**src/rtl/seq_det_pkg.sv**
```systemverilog
`default_nettype none
// ============================================================================
//  Module   : seq_det_pkg
//  Purpose  : Shared defaults and helpers for the programmable serial
//             sequence detector (seq_det_prog).
//  Contents : W_DEF, CNT_W_DEF, OVL_DEF_DEF  - parameter defaults
//             clamp_len()                    - maps a requested pattern length
//                                              onto the legal range 1..W
//  Revision : 1.0 - initial release
// ============================================================================
package seq_det_pkg;

    localparam int W_DEF       = 8;  // maximum pattern length in bits
    localparam int CNT_W_DEF   = 8;  // match-counter width
    localparam int OVL_DEF_DEF = 1;  // reset overlap mode (1 = overlapping)

    // A length of zero, or one longer than the history register, cannot be
    // matched meaningfully, so both fall back to the full width.
    function automatic int unsigned clamp_len(input int unsigned req_len,
                                              input int unsigned max_len);
        if ((req_len == 0) || (req_len > max_len)) begin
            return max_len;
        end
        return req_len;
    endfunction

endpackage : seq_det_pkg
`default_nettype wire

```
**src/rtl/sat_cnt.sv**
```systemverilog
`default_nettype none
// ============================================================================
//  Module   : sat_cnt
//  Purpose  : Up-counter that sticks at its all-ones value instead of
//             wrapping.
//  Ports    : clk  - rising-edge clock
//             rst  - synchronous active-high reset (count -> 0)
//             inc  - add one on this edge unless saturated
//             clr  - synchronous clear (count -> 0), lower priority than rst
//             cnt  - current count, WIDTH bits
//  Revision : 1.0 - initial release
// ============================================================================
module sat_cnt #(
    parameter int WIDTH = 8
) (
    input  logic             clk,
    input  logic             rst,
    input  logic             inc,
    input  logic             clr,
    output logic [WIDTH-1:0] cnt
);

    logic [WIDTH-1:0] r_cnt;

    always_ff @(posedge clk) begin
        if (rst) begin
            r_cnt <= '0;
        end else if (clr) begin
            r_cnt <= '0;
        end else if (inc && (r_cnt != '1)) begin
            r_cnt <= r_cnt + 1'b1;
        end
    end

    assign cnt = r_cnt;

endmodule : sat_cnt
`default_nettype wire

```
**src/rtl/seq_det_prog.sv**
```systemverilog
`default_nettype none
// ============================================================================
//  Module   : seq_det_prog
//  Purpose  : Programmable serial sequence detector. Bits arrive MSB-first
//             on din (qualified by din_vld) and are compared against a
//             runtime-loadable pattern of 1..W bits, in overlapping or
//             non-overlapping mode.
//  Ports    : clk       - rising-edge clock
//             rst       - synchronous active-high reset
//             din       - serial data bit
//             din_vld   - din is accepted only when high
//             pat       - pattern; pat[len-1] is compared with the oldest bit
//             pat_len   - requested pattern length (0 or >W means W)
//             ovl       - overlap mode, latched together with the pattern
//             pat_load  - one-cycle strobe latching pat / pat_len / ovl
//             dout      - registered one-cycle match pulse
//             match_cnt - saturating match count
//             armed     - history holds at least len valid bits
//  Revision : 1.0 - initial release
// ============================================================================
module seq_det_prog
    import seq_det_pkg::*;
#(
    parameter int W       = W_DEF,
    parameter int CNT_W   = CNT_W_DEF,
    parameter int OVL_DEF = OVL_DEF_DEF
) (
    input  logic                   clk,
    input  logic                   rst,
    input  logic                   din,
    input  logic                   din_vld,
    input  logic [W-1:0]           pat,
    input  logic [$clog2(W+1)-1:0] pat_len,
    input  logic                   ovl,
    input  logic                   pat_load,
    output logic                   dout,
    output logic [CNT_W-1:0]       match_cnt,
    output logic                   armed
);

    localparam int LW = $clog2(W+1);

    localparam logic [LW-1:0] c_len_rst = LW'(W);
    localparam logic          c_ovl_rst = (OVL_DEF != 0);

    logic [W-1:0]  r_hist;
    logic [LW-1:0] r_fill;
    logic          r_dout;
    logic [W-1:0]  r_pat;
    logic [LW-1:0] r_len;
    logic          r_ovl;

    logic          w_accept;
    logic [W-1:0]  w_hist_next;
    logic [W-1:0]  w_mask;
    logic [LW-1:0] w_fill_inc;
    logic          w_match;
    logic [LW-1:0] w_len_load;

    // pat_load has priority over an incoming bit, which is then discarded.
    assign w_accept    = din_vld & ~pat_load;
    assign w_hist_next = {r_hist[W-2:0], din};
    assign w_fill_inc  = (r_fill == r_len) ? r_fill : (r_fill + 1'b1);
    assign w_len_load  = LW'(clamp_len(32'(pat_len), W));

    // Only the low len bits of history and pattern take part in the compare.
    always_comb begin
        w_mask = '0;
        for (int i = 0; i < W; i++) begin
            w_mask[i] = (i < int'(r_len));
        end
    end

    // Evaluated on the post-shift history and post-increment fill so that
    // the pulse appears on the same edge that accepts the final bit.
    assign w_match = w_accept
                   && ((w_hist_next & w_mask) == (r_pat & w_mask))
                   && (w_fill_inc == r_len);

    always_ff @(posedge clk) begin
        if (rst) begin
            r_hist <= '0;
            r_fill <= '0;
            r_dout <= 1'b0;
            r_pat  <= '0;
            r_len  <= c_len_rst;
            r_ovl  <= c_ovl_rst;
        end else if (pat_load) begin
            r_pat  <= pat;
            r_len  <= w_len_load;
            r_ovl  <= ovl;
            r_hist <= '0;
            r_fill <= '0;
            r_dout <= 1'b0;
        end else if (din_vld) begin
            r_hist <= w_hist_next;
            r_dout <= w_match;
            // Non-overlapping mode restarts the fill so the next match needs
            // a full fresh pattern; overlapping mode keeps the window full.
            r_fill <= (w_match && !r_ovl) ? '0 : w_fill_inc;
        end else begin
            r_dout <= 1'b0;
        end
    end

    sat_cnt #(
        .WIDTH (CNT_W)
    ) u_match_cnt (
        .clk (clk),
        .rst (rst),
        .inc (w_match),
        .clr (1'b0),
        .cnt (match_cnt)
    );

    assign dout  = r_dout;
    assign armed = (r_fill == r_len);

endmodule : seq_det_prog
`default_nettype wire

```
**config.mk**
```make
export PLATFORM = sky130hd
export DESIGN_NAME = seq_det_prog
export DESIGN_NICKNAME = d
export VERILOG_FILES = /design/src/rtl/seq_det_pkg.sv /design/src/rtl/sat_cnt.sv /design/src/rtl/seq_det_prog.sv
export SDC_FILE = /design/constraint.sdc
export NUM_CORES = 1
export LEC_CHECK = 0
export BUFFER_PORTS_ARGS = -buffer_cell sky130_fd_sc_hd__buf_4
export CAP_MARGIN = 40
export CORE_MARGIN = 4
export CORE_UTILIZATION = 55
export CTS_BUF_LIST = sky130_fd_sc_hd__clkbuf_2 sky130_fd_sc_hd__clkbuf_4 sky130_fd_sc_hd__clkbuf_8
export DETAILED_ROUTE_END_ITERATION = 6
export PLACE_DENSITY = 0.77
export SYNTH_ARGS = -nofsm -noshare
export SYNTH_HDL_FRONTEND = slang
export SYNTH_SLANG_ARGS = --single-unit
```
**constraint.sdc**
```tcl
create_clock -name clk -period 2.8 [get_ports clk]
set_clock_uncertainty 0.05 [all_clocks]
set_input_delay 0.14 -clock clk [delete_from_list [all_inputs] [get_ports clk]]
set_output_delay 0.14 -clock clk [all_outputs]
set_load 0.01 [all_outputs]
```
==> impl_metrics.json <==
{
  "dieArea_mm2": 0.003983,
  "drcViolationCount": 0,
  "synth_edf_count": 0,
  "cp_max_fo": 8,
  "synth_async_sr_flop_share_pct": 0,
  "drive_above_1_share_pct": 22.33,
  "end_kind": "flop",
  "maxCapViolations": 0,
  "synth_top_family_by_area": "simple AND/OR/NAND/NOR gates",
  "crit_required_ns": 3.04,
  "reg2reg_from": "r_len[3]$_SDFFE_PP1P_",
  "via_per_inst": 5.561,
  "h-tree-depth": 2,
  "synth.mux.area_fraction_pct": 10.86,
  "reg2reg_depth": 7,
  "synth_compound_area_share_pct": 11.16,
  "place_hpwl_mm": 2.656,
  "portBuffers": 27,
  "nFillCells": 221,
  "floorplan.initialDensity_pct": 59.04,
  "slowest_stage": "or3_1",
  "seqPwrFrac_pct": 50.1,
  "yosysWarnings": 0,
  "rows": 19,
  "cts_max_path_buffers": 2,
  "p_comb_share_pct": 13.3,
  "avgSynthCellArea_um2": 9.332,
  "synthCells": 179,
  "tightest_slew_ns": 0.4122,
  "wire_per_inst_um": 14.68,
  "firstDrtPassIters": 4,
  "max-slew-margin-rel_pct": 72.16,
  "synth_top_area_share_pct": 39.55,
  "outcome": "finished, final reports clean",
  "grt_pass1_wl_mm": 6.127,
  "drtIter0Drc": 80,
  "period_needed_ns": 2.528,
  "clkSlewWorstSetupHoldPaths_ns": 0.11,
  "ys_seq_area_share_pct": 39.55,
  "final_max_slew_viol_count": 0,
  "syn_to_final_growth_pct": 22.55,
  "multi_input_area_um2": 944.7,
  "hold_viol": 0,
  "top_usage_layer": "met2",
  "min_from": "pat[5]",
  "whs_endpoint": "r_pat[5]$_SDFFE_PP0P_",
  "grt_use_total_pct": 19.69,
  "timing.rr.end": "u_match_cnt.cnt[5]$_SDFFE_PP0P_",
  "grt_max_degree": 25,
  "met2_usage_pct": 32.41,
  "power.leakage_nw": 0.8657,
  "utilization_pct": 72.36,
  "synth_area_mm2": 0.001670,
  "yosys-top-cells-count": "dfxtp_1, nor2_1, mux2i_1",
  "drt-total-wl_mm": 3.612,
  "synth-simple-area-share_pct": 21.05,
  "syn_nets": 199,
  "use_met1_pct": 23.92,
  "grt_pass1_vias": 1348,
  "clock-sinks": 33,
  "reg2reg_slack_ns": 0.27,
  "use_met3_pct": 6.750,
  "crit_path_start_kind": "flop",
  "finalSetupViolCount": 0,
  "tns_ns": 0,
  "synth_xor_area_share_pct": 11.99,
  "num_io_pins": 28,
  "antenna_found_initial": 0,
  "sw_frac_of_total_pct": 25.39,
  "synthTopCellsByArea": "dfxtp_1, mux2i_1, nor2_1",
  "synth_top_area_cell": "dfxtp_1",
  "vias": 1368,
  "pwr-share-clk_pct": 36.6,
  "powerDensity_mw_per_mm2": 483.2,
  "worst-path-buf-inv": 0,
  "cts_tree": "yes",
  "min_path_type": "input pin to flop",
  "path_delay_family": "simple AND/OR/NAND/NOR gates",
  "overflow": 0,
  "antenna_left": 0,
  "slowest_delay_ns": 0.53,
  "rsz0062_at_grt": "false",
  "synthAdderAreaFrac_pct": 1.498,
  "dieHeight_um": 63.11,
  "register_area_um2": 660.6,
  "p_sw_mw": 0.2511,
  "die_x_um": 63.11,
  "path_cells": "xnor2_2, nand4b_4, nand2_1, o221ai_2, or3_1, or4_1, a21oi_1",
  "worstPathArrival_ns": 2.77,
  "cts_root_buffer": "clkbuf_4",
  "critPathKind": "flop to flop",
  "nets": 234,
  "fin_crit_sh_pct": 90.29,
  "ys.flop_type": "dfxtp_1",
  "clk_latency_ns": 0.35,
  "ir_drop_mv": 0.4473,
  "fmax_mhz": 395.6,
  "yosysMostFrequentCell": "dfxtp_1",
  "intPower_mw": 0.7380,
  "hold_depth": 3,
  "antenna_cells": 0,
  "cts-buffers-inserted": 5,
  "ys_ff_latch": 33,
  "postCtsSetupRepairBufs": 0,
  "synth.distinct_cells": 45,
  "gp_congestion": 0.8612,
  "core_region_area_mm2": 0.002829
}
==> placed cells by master, fill, tap and decap left out, types with 2 or more instances in the layout <==
master | netlist | routed
nand3b_1 | 2 | 2
or2_2 | 2 | 2
xor2_1 | 6 | 6
nor4_1 | 4 | 4
inv_1 | 5 | 5
nor2b_1 | 4 | 4
or4_1 | 2 | 2
dfxtp_1 | 33 | 33
ha_1 | 2 | 2
buf_4 | 1 | 28
xnor2_2 | 2 | 2
a31oi_1 | 2 | 2
nand2_1 | 7 | 7
mux2i_1 | 17 | 17
a21oi_1 | 7 | 7
nor2_1 | 31 | 31
xnor2_1 | 10 | 10
clkbuf_4 | 0 | 5
dlygate4sd3_1 | 0 | 9
nor3_1 | 3 | 3
o31ai_1 | 3 | 3
o21ai_0 | 3 | 3
nand3_1 | 5 | 5
==> power by group through the flow <==
stage	clock, mW	combinational (mW)	sequential [mW]
2_1_floorplan	0	0.0872	0.501
3_3_place_gp	0	0.116	0.505
3_5_place_dp	0	0.120	0.506
4_1_cts	0.366	0.131	0.495
5_1_grt	0.393	0.143	0.498
6_report	0.362	0.132	0.496
==> worst register-to-register path, stage by stage, from the launching register on <==
cell	delay [ns]
dfxtp_1	0.41
xnor2_2	0.32
nand4b_4	0.22
nand2_1	0.15
o221ai_2	0.16
or3_1	0.53
or4_1	0.51
a21oi_1	0.14
==> per-stage QoR <==
stage | total power, mW | instance area, µm² | std cells | setup WS [ns] | hold slack (ns)
2_1_floorplan | 0.5879 | 1670 | 179 | 0.4839 | 0.2184
3_3_place_gp | 0.6217 | 1873 | 229 | 0.4125 | 0.3170
3_5_place_dp | 0.6267 | 1873 | 229 | 0.3178 | 0.3210
4_1_cts | 0.9919 | 2037 | 245 | 0.3005 | 0.0004469
5_1_grt | 1.034 | 2047 | 246 | 0.1224 | 0.002583
6_report | 0.9891 | 2047 | 246 | 0.2720 | 0.0009105
==> routing by layer <==
metal,vias up,share of wire (%)
li1,694,-
met1,630,43
met2,38,50
met3,6,5.3
met4,0,1.3
met5,-,0
==> flip-flops by register name, indices dropped and copies added (netlist names) <==
register         cells
r_pat                8
u_match_cnt.cnt      8
r_hist               7
r_fill               4
r_len                4
dout                 1
r_ovl                1
==> area by class of cell <==
| class | count | share of cell area, % |
|---|---|---|
| clock buffer | 5 | 1.834 |
| clock inverter | 3 | 2.262 |
| inverter | 5 | 0.9169 |
| multi-input combinational | 132 | 46.15 |
| sequential | 33 | 32.27 |
| tap | 31 | 1.895 |
| timing repair buffer | 37 | 14.67 |
==> cells by family (layout without fill, tap and decap cells) <==
kind of cell / count (synthesis) / in the layout
compound gates: 26 / 26
xor+xnor: 19 / 19
buf+inv: 14 / 50
fa+ha+maj: 2 / 2
flops: 33 / 33
simple gates: 67 / 67
mux: 18 / 18
==> repair_timing <==
action                                  4_1_cts  5_1_grt
hold buffers                                  8        1
endpoints found under the hold margin         8        1
endpoints found under the setup margin        0        0
gates resized for setup                       0        0
==> how the worst max path moves through the flow <==
stage / to / from / slack, ns / cells after the start
2_1_floorplan: u_match_cnt.cnt[7]$_SDFFE_PP0P_ / r_len[1]$_SDFFE_PP0P_ / 0.48 / 8
3_3_place_gp: u_match_cnt.cnt[7]$_SDFFE_PP0P_ / r_len[3]$_SDFFE_PP1P_ / 0.41 / 7
3_5_place_dp: u_match_cnt.cnt[5]$_SDFFE_PP0P_ / r_fill[2]$_SDFFE_PP0P_ / 0.32 / 7
4_1_cts: u_match_cnt.cnt[5]$_SDFFE_PP0P_ / r_len[3]$_SDFFE_PP1P_ / 0.30 / 7
5_1_grt: u_match_cnt.cnt[7]$_SDFFE_PP0P_ / r_len[1]$_SDFFE_PP0P_ / 0.12 / 7
6_report: u_match_cnt.cnt[5]$_SDFFE_PP0P_ / r_len[3]$_SDFFE_PP1P_ / 0.27 / 7
(Power assumes the default switching activity.)
